File: src/rtl/de_pkg.sv
// Shared decode-stage scoreboard constants: register file geometry and
// pending-write counter sizing.
package de_pkg;

  localparam int DE_NREGS     = 32;
  localparam int DE_REGNOBITS = 5;
  localparam int DE_CNTBITS   = 2;
  localparam int DE_NSRC      = 2;
  localparam int DE_NWB       = 2;

  // Largest value a pending-write counter of the given width can hold.
  function automatic int cnt_max(input int bits);
    return (1 << bits) - 1;
  endfunction

  localparam int DE_CNT_MAX = (1 << DE_CNTBITS) - 1;

endpackage

File: src/rtl/sb_counter.sv
// One pending-write counter: increments on alloc, decrements by the number of
// same-cycle releases, clamps at 0 (flagging underflow) and at its maximum.
module sb_counter
  import de_pkg::*;
#(
  parameter int CNTBITS = DE_CNTBITS,
  parameter int DECBITS = 2
) (
  input  logic               clk,
  input  logic               reset,
  input  logic               inc,
  input  logic [DECBITS-1:0] dec_count,
  output logic [CNTBITS-1:0] count,
  output logic [CNTBITS-1:0] count_nxt,
  output logic               underflow
);

  localparam int W = ((CNTBITS > DECBITS) ? CNTBITS : DECBITS) + 1;
  localparam logic [W-1:0] MAX_W = W'(cnt_max(CNTBITS));

  logic [CNTBITS-1:0] count_r;
  logic [W-1:0]       up_s;
  logic [W-1:0]       dec_s;
  logic [W-1:0]       diff_s;
  logic [CNTBITS-1:0] nxt_s;
  logic               uflow_s;

  // Net alloc/release effect, widened so the clamp tests see the true result.
  always_comb begin
    up_s    = W'(count_r) + W'(inc);
    dec_s   = W'(dec_count);
    diff_s  = up_s - dec_s;
    nxt_s   = count_r;
    uflow_s = 1'b0;
    if (up_s < dec_s) begin
      nxt_s   = {CNTBITS{1'b0}};
      uflow_s = 1'b1;
    end else if (diff_s > MAX_W) begin
      nxt_s   = MAX_W[CNTBITS-1:0];
      uflow_s = 1'b0;
    end else begin
      nxt_s   = diff_s[CNTBITS-1:0];
      uflow_s = 1'b0;
    end
  end

  // Counter state.
  always_ff @(posedge clk or negedge reset) begin
    if (!reset) begin
      count_r <= {CNTBITS{1'b0}};
    end else begin
      count_r <= nxt_s;
    end
  end

  assign count     = count_r;
  assign count_nxt = nxt_s;
  assign underflow = uflow_s;

endmodule

File: src/rtl/de_scoreboard.sv
// Decode-stage register scoreboard: per-register pending-write counters,
// RAW/saturation stall generation and stall statistics.
module de_scoreboard
  import de_pkg::*;
#(
  parameter int NREGS     = DE_NREGS,
  parameter int REGNOBITS = DE_REGNOBITS,
  parameter int NSRC      = DE_NSRC,
  parameter int NWB       = DE_NWB,
  parameter int CNTBITS   = DE_CNTBITS,
  parameter int BYPASS_WB = 1
) (
  input  logic                      clk,
  input  logic                      reset,
  input  logic                      alloc_valid,
  input  logic [REGNOBITS-1:0]      alloc_rd,
  input  logic [NSRC-1:0]           src_valid,
  input  logic [NSRC*REGNOBITS-1:0] src_regno,
  input  logic [NWB-1:0]            rel_valid,
  input  logic [NWB*REGNOBITS-1:0]  rel_regno,
  input  logic                      ext_stall,
  output logic                      stall,
  output logic [NREGS-1:0]          busy_vec,
  output logic [31:0]               stall_cycles,
  output logic                      underflow
);

  localparam int RELBITS = $clog2(NWB + 1);
  localparam logic [CNTBITS-1:0] CNT_MAX = CNTBITS'(cnt_max(CNTBITS));

  logic [CNTBITS-1:0]   count_s     [NREGS];
  logic [CNTBITS-1:0]   count_nxt_s [NREGS];
  logic [RELBITS-1:0]   rel_cnt_s   [NREGS];
  logic [REGNOBITS-1:0] src_reg_s   [NSRC];
  logic [NREGS-1:0]     uflow_s;
  logic [NREGS-1:0]     inc_s;
  logic [NSRC-1:0]      hazard_s;
  logic                 sat_s;
  logic                 stall_s;
  logic                 alloc_fire_s;
  logic [NREGS-1:0]     busy_vec_r;
  logic [31:0]          stall_cycles_r;
  logic                 underflow_r;

  for (genvar s = 0; s < NSRC; s++) begin : g_src
    assign src_reg_s[s] = src_regno[s*REGNOBITS +: REGNOBITS];
  end

  // Number of release ports naming each register this cycle; reg 0 never counts.
  always_comb begin
    for (int r = 0; r < NREGS; r++) begin
      rel_cnt_s[r] = {RELBITS{1'b0}};
      for (int p = 0; p < NWB; p++) begin
        if (r != 0 && rel_valid[p] && rel_regno[p*REGNOBITS +: REGNOBITS] == REGNOBITS'(r)) begin
          rel_cnt_s[r] = rel_cnt_s[r] + RELBITS'(1);
        end else begin
          rel_cnt_s[r] = rel_cnt_s[r];
        end
      end
    end
  end

  // RAW hazards, counter saturation and the resulting DE stall.
  always_comb begin
    hazard_s = {NSRC{1'b0}};
    for (int s = 0; s < NSRC; s++) begin
      if (src_valid[s] && src_reg_s[s] != {REGNOBITS{1'b0}} &&
          count_s[src_reg_s[s]] != {CNTBITS{1'b0}}) begin
        // Writes retiring this cycle reach the RF on the negedge, so they can be read.
        if (BYPASS_WB != 0 &&
            32'(count_s[src_reg_s[s]]) == 32'(rel_cnt_s[src_reg_s[s]]) &&
            !(alloc_valid && alloc_rd == src_reg_s[s])) begin
          hazard_s[s] = 1'b0;
        end else begin
          hazard_s[s] = 1'b1;
        end
      end else begin
        hazard_s[s] = 1'b0;
      end
    end
    sat_s        = alloc_valid && (alloc_rd != {REGNOBITS{1'b0}}) && (count_s[alloc_rd] == CNT_MAX);
    stall_s      = (|hazard_s) || sat_s || ext_stall;
    alloc_fire_s = alloc_valid && (alloc_rd != {REGNOBITS{1'b0}}) && !stall_s;
    for (int r = 0; r < NREGS; r++) begin
      inc_s[r] = alloc_fire_s && (alloc_rd == REGNOBITS'(r));
    end
  end

  assign count_s[0]     = {CNTBITS{1'b0}};
  assign count_nxt_s[0] = {CNTBITS{1'b0}};
  assign uflow_s[0]     = 1'b0;

  for (genvar r = 1; r < NREGS; r++) begin : g_cnt
    sb_counter #(
      .CNTBITS (CNTBITS),
      .DECBITS (RELBITS)
    ) u_cnt (
      .clk       (clk),
      .reset     (reset),
      .inc       (inc_s[r]),
      .dec_count (rel_cnt_s[r]),
      .count     (count_s[r]),
      .count_nxt (count_nxt_s[r]),
      .underflow (uflow_s[r])
    );
  end

  // Busy view, stall statistics and sticky underflow.
  always_ff @(posedge clk or negedge reset) begin
    if (!reset) begin
      busy_vec_r     <= {NREGS{1'b0}};
      stall_cycles_r <= 32'h0000_0000;
      underflow_r    <= 1'b0;
    end else begin
      for (int r = 0; r < NREGS; r++) begin
        busy_vec_r[r] <= (count_nxt_s[r] != {CNTBITS{1'b0}});
      end
      if (stall_s && stall_cycles_r != 32'hFFFF_FFFF) begin
        stall_cycles_r <= stall_cycles_r + 32'd1;
      end else begin
        stall_cycles_r <= stall_cycles_r;
      end
      underflow_r <= underflow_r | (|uflow_s);
    end
  end

  assign stall        = stall_s;
  assign busy_vec     = busy_vec_r;
  assign stall_cycles = stall_cycles_r;
  assign underflow    = underflow_r;

endmodule

File: config.mk
export PLATFORM = sky130hd
export DESIGN_NAME = de_scoreboard
export DESIGN_NICKNAME = d
export VERILOG_FILES = /design/src/rtl/de_pkg.sv /design/src/rtl/sb_counter.sv /design/src/rtl/de_scoreboard.sv
export SDC_FILE = /design/constraint.sdc
export NUM_CORES = 1
export LEC_CHECK = 0
export CAP_MARGIN = 20
export CORE_MARGIN = 5
export CORE_UTILIZATION = 50
export CTS_CLUSTER_DIAMETER = 80
export DETAILED_ROUTE_END_ITERATION = 6
export GPL_TIMING_DRIVEN = 0
export PLACE_DENSITY = 0.73
export SYNTH_ARGS = -nofsm -noshare
export SYNTH_HDL_FRONTEND = slang
export SYNTH_SLANG_ARGS = --single-unit
export TNS_END_PERCENT = 50
File: constraint.sdc
create_clock -name clk -period 3.86 [get_ports clk]
set_input_delay 0.386 -clock clk [delete_from_list [all_inputs] [get_ports clk]]
set_output_delay 0.386 -clock clk [all_outputs]
set_load 0.01 [all_outputs]
-- Word level (Yosys, flattened, before mapping)
Index checks and enable logic that the tools add are counted.
W data, S select, Z words.
- flip-flop bits (word level): 126
- latch bits: 0
- bits in writable memories: 0
- bits in read-only memories: 0
- bits of input ports: 33
- output and inout port bits: 66
- logic and storage cells: 618
- memories: 0
- add/sub/neg operators: 94
- $mul: 0
- div/mod/pow operators: 0
- order comparisons: 65
- eq/ne operators: 99
- shift operators: 0
- muxes and demuxes: 174
- bitwise logic cells: 4
- reductions and logical operators: 148
- operators by type and width (cell ; count):
    $eq A5 B5 Y1 const B ; 48
    $mux W2 ; 103
    $eq A5 B4 Y1 const B ; 24
    $logic_and A1 B1 Y1 ; 105
    $add A2 B1 Y3 ; 31
    $gt A3 B2 Y1 const B ; 31
    $lt A3 B2 Y1 ; 31
    $sub A3 B2 Y3 ; 31
    $mux W1 ; 66
    $reduce_bool A2 Y1 ; 33
    $add A1 B1 Y2 const B ; 31
    $eq A5 B3 Y1 const B ; 12
    $bmux W2 S5 ; 5
    $add A32 B1 Y32 const B ; 1
    $ne A32 B32 Y1 const B ; 1
    $reduce_or A31 Y1 ; 1
    $eq A5 B2 Y1 const B ; 6
    $ge A6 B6 Y1 const B ; 3
    $not A5 Y6 ; 3
    $eq A5 B1 Y1 const B ; 3
    $reduce_bool A5 Y1 ; 3
    $eq A5 B5 Y1 ; 2
    $eq A2 B2 Y1 ; 2
    $logic_not A1 Y1 ; 3
    4 further kinds ; 5

-- Longest topological paths before layout
Gate-level depths: netlist of the first run.
- depth in word-level cells: 24
- gate-level depth with buffers: 24
- gate-level depth less buffers: 22

-- By module
Synthesis of the first run repeated with hierarchy kept, for this count alone.
- cell total of the unflattened synthesis: 1268
- area, all modules: 12806.0 um^2
- modules (own cells, without submodules) (module ; times used ; cells an instance ; area an instance (um^2) ; sequential area each (um^2)):
    de_scoreboard ; 1 ; 710 ; 6522.5 ; 1601.5
    sb_counter ; 31 ; 18 ; 202.7 ; 50.0

-- Worst setup path after synthesis of the first run
OpenSTA, ideal clock, no wires.
- kind: input port to flip-flop
- start: in rel_regno[3]
- end: reg busy_vec_r[25], in the netlist busy_vec[25]
- library setup time: 133 ps
- arrival: 4530 ps
- data required time: 3727 ps
- slack: -803 ps
- stages: 21
- path buffers: 3
- path through: nand2b_1 -> clkbuf_1 -> nor2_1 -> ha_1 -> mux4_2 -> mux4_2 -> o21bai_2 -> mux2i_1 -> o311ai_1 -> o2111ai_2 -> or3_1 -> buf_2 -> buf_6 -> nor3_2 -> ha_1 -> inv_1 -> ha_1 -> inv_1 -> fa_1 -> xor2_1 -> a31oi_1
- cells in the longest elaborated chain, start to end: 24
- elaborated cells between the ends (all ways): 182
- those cells by class: add/sub: 33; order compare: 2; eq/ne: 33; mux: 74; reduce/logical: 40
- RTL lines (item ; line ; RTL):
    start: declaration ; de_scoreboard.sv:20 ; input logic [NWB*REGNOBITS-1:0] rel_regno,
    $eq A5 B5 Y1, or another cell as far along ; de_scoreboard.sv:54 ; if (r != 0 && rel_valid[p] && rel_regno[p*REGNOBITS +: REGNOBITS] == REGNOBITS'(r)) begin
    $logic_and A1 B1 Y1 ; de_scoreboard.sv:54 ;
    $mux W1 ; de_scoreboard.sv:54 ;
    $add A1 B1 Y2 ; de_scoreboard.sv:55 ; rel_cnt_s[r] = rel_cnt_s[r] + RELBITS'(1);
    $mux W2 ; de_scoreboard.sv:54 ;
    $bmux W2 S5 ; de_scoreboard.sv:71 ; 32'(count_s[src_reg_s[s]]) == 32'(rel_cnt_s[src_reg_s[s]]) &&
    $mux W2 (not written as such) (2 in series) ; de_scoreboard.sv:71 ;
    $eq A2 B2 Y1 ; de_scoreboard.sv:71 ;
    (+7 left out) ; - ;
    $logic_and A1 B1 Y1 ; de_scoreboard.sv:83 ; alloc_fire_s = alloc_valid && (alloc_rd != {REGNOBITS{1'b0}}) && !stall_s;
    $logic_and A1 B1 Y1 ; de_scoreboard.sv:85 ; inc_s[r] = alloc_fire_s && (alloc_rd == REGNOBITS'(r));
    $add A2 B1 Y3 ; sb_counter.sv:30 ; up_s = W'(count_r) + W'(inc);
    $sub A3 B2 Y3 ; sb_counter.sv:32 ; diff_s = up_s - dec_s;
    $gt A3 B2 Y1 ; sb_counter.sv:38 ; end else if (diff_s > MAX_W) begin
    $mux W2 ; sb_counter.sv:38 ;
    $mux W2 * ; sb_counter.sv:35 ; if (up_s < dec_s) begin
    $reduce_bool A2 Y1 * ; de_scoreboard.sv:116 ; busy_vec_r[r] <= (count_nxt_s[r] != {CNTBITS{1'b0}});
    end signal: assignment ; de_scoreboard.sv:111 ; busy_vec_r <= {NREGS{1'b0}};
    end signal: indexed assignment ; de_scoreboard.sv:116 ;
    end: declaration ; de_scoreboard.sv:41 ; logic [NREGS-1:0] busy_vec_r;
Every way passes the cells marked *; elsewhere a longest branch is shown, timed or not. The select of a mux whose other input is x is not followed.
A chain may end at the register's enable or synchronous reset.

-- Final worst setup path of the first run
- start: in rel_regno[9]
- end: reg underflow_r, in the netlist underflow
- cells in the longest elaborated chain, start to end: 21
- elaborated cells between the ends (all ways): 238
- those cells by class: add/sub: 31; order compare: 31; eq/ne: 33; mux: 72; bitwise: 1; reduce/logical: 70
- RTL lines (item ; line ; RTL):
    $eq A5 B5 Y1, or another cell as far along ; de_scoreboard.sv:54 ;
    $logic_and A1 B1 Y1 ; de_scoreboard.sv:54 ;
    $mux W2 ; de_scoreboard.sv:54 ;
    $bmux W2 S5 ; de_scoreboard.sv:71 ;
    $mux W2 (not written as such) (2 in series) ; de_scoreboard.sv:71 ;
    $eq A2 B2 Y1 ; de_scoreboard.sv:71 ;
    $logic_and A1 B1 Y1 ; de_scoreboard.sv:71 ;
    $mux W1 ; de_scoreboard.sv:70 ; if (BYPASS_WB != 0 &&
    (+4 left out) ; - ;
    $logic_not A1 Y1 ; de_scoreboard.sv:83 ;
    $logic_and A1 B1 Y1 ; de_scoreboard.sv:83 ;
    $logic_and A1 B1 Y1 ; de_scoreboard.sv:85 ;
    $add A2 B1 Y3 ; sb_counter.sv:30 ;
    $lt A3 B2 Y1 ; sb_counter.sv:35 ;
    $mux W1 ; sb_counter.sv:35 ;
    $reduce_or A31 Y1 * ; de_scoreboard.sv:123 ; underflow_r <= underflow_r | (|uflow_s);
    $or A1 B1 Y1 * ; de_scoreboard.sv:123 ;
    end signal: assignment ; de_scoreboard.sv:123 ;
    end: declaration ; de_scoreboard.sv:43 ; logic underflow_r;
Marks and branches as above.

==> impl_metrics.yaml, run 1 <==
clock_network:
  cts_tree: "done"
  cts_htree_levels: 4
  cts_buffers: 17
  worstSkewPairLatency_ps: 440
  clkTransAtPathRegs_ps: 60
  root_buffer: "clkbuf_16"
  cts_sinks: 126
  cts_max_path_buffers: 2
synth:
  ys_warn_count: 0
  synth_top_area_cell: "dfrtp_1"
  yosys-top-cells-area: "dfrtp_1, ha_1, fa_1"
  synth.avg_cell_area_sq_um: 9.53
  async_flop_share_pct: 100
  syn_nets: 1460
  ys_ff_latch: 126
  synth_edf_count: 0
  synthFlopType: "dfrtp_1"
  synth_cells: 1240
  netlist_area_sq_um: 11800
  synth_top_cell_area_share_pct: 26.7
  yosysSeqAreaShare_pct: 26.7
  yosys.cell_types.count: 57
route:
  highest_layer: "met4"
  drt-initial-drc-count: 1596
  dr_wl_met2_mm: 21.5
  via_count: 11304
  vias_per_cell: 6.50
  routed_wl_mm: 45.1
  wl_met3_mm: 4.55
  met1_length_mm: 16.1
  drc_errors: 0
  ant_nets: 0
  drt-pass1-iter-count: 7
  routedWlPerCell_microns: 25.9
global_routing:
  grt_antenna_before_repair: 3
  grt-ovfl-total: 0
  grt_pass1_wl_mm: 64.8
  grt_pass1_vias: 11600
  grt_start_max_net_pins: 80
  track_usage_pct: 31.7
finish:
  drive_gt1_share_pct: 43.5
  layout_commonest_cell: "dfrtp_1"
  fin_nets: 1628
  fill_cells: 1501
  n_antenna_cell: 0
  design_area_sq_um: 17300
  final_core_util_pct: 73.9
  area_growth_pct: 46.4
  mostFrequentLayoutCells: "dfrtp_1, clkdlybuf4s50_1, ha_4, inv_1, inv_2"
sta:
  slew_viol_final: 0
  fin_crit_ps: 5210
  finalSetupViolations: 95
  fmax_mhz: 192
  grt_setup_unrepaired: "yes"
  timing.final.hold_violations: 0
  relSlewSlack_pct: 28.8
  period_share_pct: 135
  tightest_slew_ps: 1070
  timing.final.ws_setup_ps: -1350
  finClkSkew_ps: 13.7
die:
  ioPinCount: 99
  die_area_sq_um: 26800
  num_rows: 56
  fp.dieW_microns: 164
  initial_core_util_pct: 50.5
  die_y_microns: 164
  core_area_sq_um: 23400
setup_path:
  r2r_start: "g_cnt[4].u_cnt.count[1]"
  end_kind: "flip-flop"
  crit_arrival_ps: 5520
  rr_worst_depth: 19
  crit_type: "in -> reg"
  crit_required_ps: 4180
  worstSetupStartpointType: "primary input"
  crit_fanout: 7
  cp-startpoint: "rel_regno[9]"
run_status:
  failed_checks: "setup timing"
  outcome: "finished, violations left"
pwr:
  power_mw: 8.79
  p_per_area_nw_per_um2: 508
  p_leak_nw: 6.49
  ir_worst_vdd_mv: 0.424
run:
  cap_violations: 0
placement:
  dp_hpwl_mm: 29.6
  place.gp.congestion: 0.991
  dpl_cell_area_sq_um: 13700
  port_buffers: 89
worst_hold_path:
  hold_path_class: "in -> async"
## metrics by stage
stage	setup WS, ps	setup TNS [ps]	cells	hold slack, ps
2_1_floorplan	-642	-53380	1240	90.4
3_3_place_gp	-2750	-546190	1648	486
3_5_place_dp	-2580	-203280	1649	355
4_1_cts	-930	-62100	1716	471
5_1_grt	-1330	-87560	1740	502
6_report	-1350	-81860	1740	452
## logic make-up (layout without fill, tap and decap cells)
logic type      Yosys count  after routing  share of synthesized area, %
compound gates          203            203                          10.5
xor+xnor                 71             71                          5.26
fa+ha+maj               187            187                          23.7
buf+inv                 200            381                          6.86
flops                   126            126                          26.7
mux                      95             95                          12.1
other cells               1              1                        0.0317
simple gates            357            357                          14.8
## per-layer routing
layer	track usage (%)	up-vias
met1	39.5	5592
met4	17.2	0
met2	51.0	758
met3	7.98	256
met5	0	-
li1	-	4698
## flip-flops by register name, indices dropped and copies added, names as in the netlist
register and count:
busy_vec 31, underflow 1, stall_cycles 32, g_cnt.u_cnt.count 62
## power by group
group	leakage, nW	internal (mW)	switching [mW]
sequential	1.65	1.84	0.765
combinational	4.54	2.16	2.26
clock	0.304	1.08	0.681
total	6.49	5.08	3.70
## worst paths after layout
kind                            slack (ps)               end
worst max-delay path                 -1350         underflow
worst min register to register         490   stall_cycles[7]
worst max register to register       -1130         underflow
worst min-delay path                   450      busy_vec[16]
min in group clk                       490   stall_cycles[7]
max in group asynchronous             2630  stall_cycles[21]
## timing repair
item,in CTS,in global routing
setup endpoints to repair,124,95
setup buffers,35,27
resized for setup,361,238
gates cloned,2,0
hold buffers,1,0
hold endpoints to repair,47,0
pin swaps,130,90
## critical path, stage by stage
cell and delay [ps]:
buf_6 120, nor2b_4 210, buf_6 150, nand2_8 60
nor2_1 190, ha_4 260, mux4_2 530, mux2_4 310
a211oi_2 240, buf_4 160, o311ai_4 100, o2111ai_2 310
or3_4 200, buf_12 140, buf_12 140, buf_12 110
nor2_4 40, ha_4 170, fa_1 570, a31oi_4 120
nor4_2 310, nand4_1 320, or2_4 340
## synthesized netlist by cell type (2+ instances only)
master	n
nor3b_1	3
buf_4	4
nor4_1	15
xnor2_1	35
nor3_2	4
nand3_1	62
nor3_1	14
or2_2	7
xor2_1	36
mux2i_1	40
o22ai_1	5
nand2_1	49
a221oi_1	10
dfrtp_1	126
nor2b_1	17
a22oi_1	7
buf_2	12
o2111ai_1	4
and3_1	15
buf_1	4
mux4_2	35
and2_1	4
nand4_1	24
nand2b_1	10
or4_1	2
clkbuf_1	34
a21oi_1	93
a31oi_1	45
mux2_2	19
inv_1	142
buf_6	4
ha_1	125
fa_1	62
nand4b_1	2
nor2_1	118
o211ai_1	12
o21ai_0	13
or3_1	8
## area by class of cell
| cell class | instances | area, sq um | area share (%) |
|---|---|---|---|
| plain buffers | 52 | 368 | 2.13 |
| clock buffers | 18 | 429 | 2.48 |
| clock inverters | 14 | 191 | 1.11 |
| inverters | 142 | 543 | 3.14 |
| multi-input cells | 914 | 10700 | 61.7 |
| flip-flops and latches | 126 | 3150 | 18.2 |
| well taps | 319 | 399 | 2.31 |
| repair buffers | 155 | 1540 | 8.90 |
(Power assumes the default switching activity.)
==> run 2, diff against run 1 <==
Settings changed: GPL_ROUTABILITY_DRIVEN from default to 0, PLACE_DENSITY 0.73 to 0.7, SLEW_MARGIN from default to 20.
Clock period 3.86 ns to 5.4 ns, I/O delays scaled along.
==> impl_metrics.yaml, run 2 (synthesized netlist as in run 1, its figures left out) <==
setup_path:
  crit_type: "in -> reg"
  crit_arrival_ps: 5650
  end_kind: "flip-flop"
  worstSetupStartpointType: "primary input"
  crit_fanout: 10
  crit_required_ps: 5720
die:
  core_area_sq_um: 23400
  num_rows: 56
  die_area_sq_um: 26800
  fp.dieW_microns: 164
  ioPinCount: 99
  die_y_microns: 164
  initial_core_util_pct: 50.5
placement:
  pre_cts_slack_ps: -1280
  port_buffers: 89
  dp.cells: 1649
  dpl_cell_area_sq_um: 13100
  dp_hpwl_mm: 28.1
route:
  routedWlPerCell_microns: 22.1
  routed_wl_mm: 37.1
  drt-initial-drc-count: 1426
  ant_nets: 0
  drc_errors: 41
  vias_per_cell: 6.22
  drt-pass1-iter-count: 7
  via_count: 10436
finish:
  design_area_sq_um: 14100
  fin_nets: 1565
  layout.cells.non_filler: 1678
  layout_commonest_cell: "inv_1"
  final_core_util_pct: 60.2
  drive_gt1_share_pct: 14.7
  multi_input_area_sq_um: 8220
  fill_cells: 1999
  regArea_sq_um: 3150
  mostFrequentLayoutCells: "inv_1, dfrtp_1, ha_1, nor2_1, a21oi_1"
  area_growth_pct: 19.2
  largest_reg_flops: 62
pwr:
  p_per_area_nw_per_um2: 378
  power_mw: 5.33
  ir_worst_vdd_mv: 0.219
  p_leak_nw: 6.00
clock_network:
  worstSkewPairLatency_ps: 440
  clkTransAtPathRegs_ps: 60
  cts_max_path_buffers: 2
  cts_htree_levels: 4
  holdBufCountCts: 0
  cts_sinks: 126
  root_buffer: "clkbuf_16"
  cts_buffers: 17
  cts_tree: "done"
global_routing:
  grt_antenna_before_repair: 0
  grt_start_max_net_pins: 80
  grt_pass1_wl_mm: 57.7
  track_usage_pct: 28.2
  grt_pass1_vias: 10307
  grt-ovfl-total: 0
run_status:
  failed_checks: "DRC, hold timing"
  outcome: "finished, violations left"
sta:
  finClkSkew_ps: 15.3
  tightest_slew_ps: 902
  relSlewSlack_pct: 39.9
  period_share_pct: 98.7
  slew_viol_final: 0
  timing.final.hold_violations: 1
  timing.final.ws_setup_ps: 70.5
  fin_crit_ps: 5330
  fmax_mhz: 188
  finalSetupViolations: 0
  whs_ps: -0.175
run:
  cap_violations: 0
worst_hold_path:
  hold_path_class: "in -> async"
==> run 2: cell types whose count changed in the layout (fill, tap and decap cells not counted), moves of 38 or more <==
cell	change
ha_1	+84
inv_1	+72
ha_4	-71
inv_2	-68
nor2_1	+60
buf_4	-51
nor2_4	-46
a21oi_1	+42
a21oi_2	-38
==> run 2: layout make-up <==
class,count,share of cell area (%)
Inverter,142,3.78
Buffer,52,2.06
Clock buffer,19,3.21
Multi-Input combinational cell,914,58.4
Antenna cell,1,0.0178
Tap cell,319,2.83
Clock inverter,13,1.15
Sequential cell,126,22.4
Timing Repair Buffer,92,6.20
==> run 2: critical path, cell delays in order <==
cell,delay (ps)
clkdlybuf4s50_1,520
buf_4,220
buf_6,220
mux4_2,360
mux4_2,490
o21bai_2,200
mux2i_1,200
o311ai_1,110
o2111ai_2,240
or3_1,160
buf_6,170
buf_8,180
nor2_2,60
ha_1,210
fa_1,540
a31oi_4,120
nor4_2,380
nand4_1,360
or2_4,340
==> run 2: metrics by stage <==
step | TNS [ps] | hold slack [ps]
2_1_floorplan | 0 | 244
3_3_place_gp | -252340 | 485
3_5_place_dp | -70920 | 468
4_1_cts | 0 | 4.33
5_1_grt | -47.9 | 25.5
6_report | 0 | -0.175
==> run 2: power breakdown <==
part	internal (mW)	switching, mW
logic	1.10	1.23
clock network	0.751	0.472
registers	1.32	0.470
==> run 2: routing by layer <==
metal,share of wire [%],wire [microns],vias to the layer above,track usage [%]
met5,0,0,-,0
met4,5.5,2040,0,13.5
met3,11,4250,183,7.93
met2,45,16700,663,43.1
met1,38,14100,4999,37.1
li1,-,-,4591,-
==> run 2: final timing paths <==
kind | start | cells after the start | slack, ps | endpoint
hold / removal | reset | 1 | -0.2 | g_cnt[16].u_cnt.count[1]
setup reg to reg | g_cnt[16].u_cnt.count[1] | 17 | 620 | underflow
min in group clk | stall_cycles[7] | 1 | 490 | stall_cycles[7]
max in group asynchronous | reset | 2 | 4660 | g_cnt[9].u_cnt.count[0]
setup / recovery | src_regno[1] | 19 | 70 | underflow
hold reg to reg | stall_cycles[7] | 1 | 490 | stall_cycles[7]
==> run 2: timing repair <==
action                                  4_1_cts  5_1_grt
setup buffers                                 1        1
gates resized for setup                      61       79
pin swaps                                     7       14
endpoints found under the setup margin       95       39
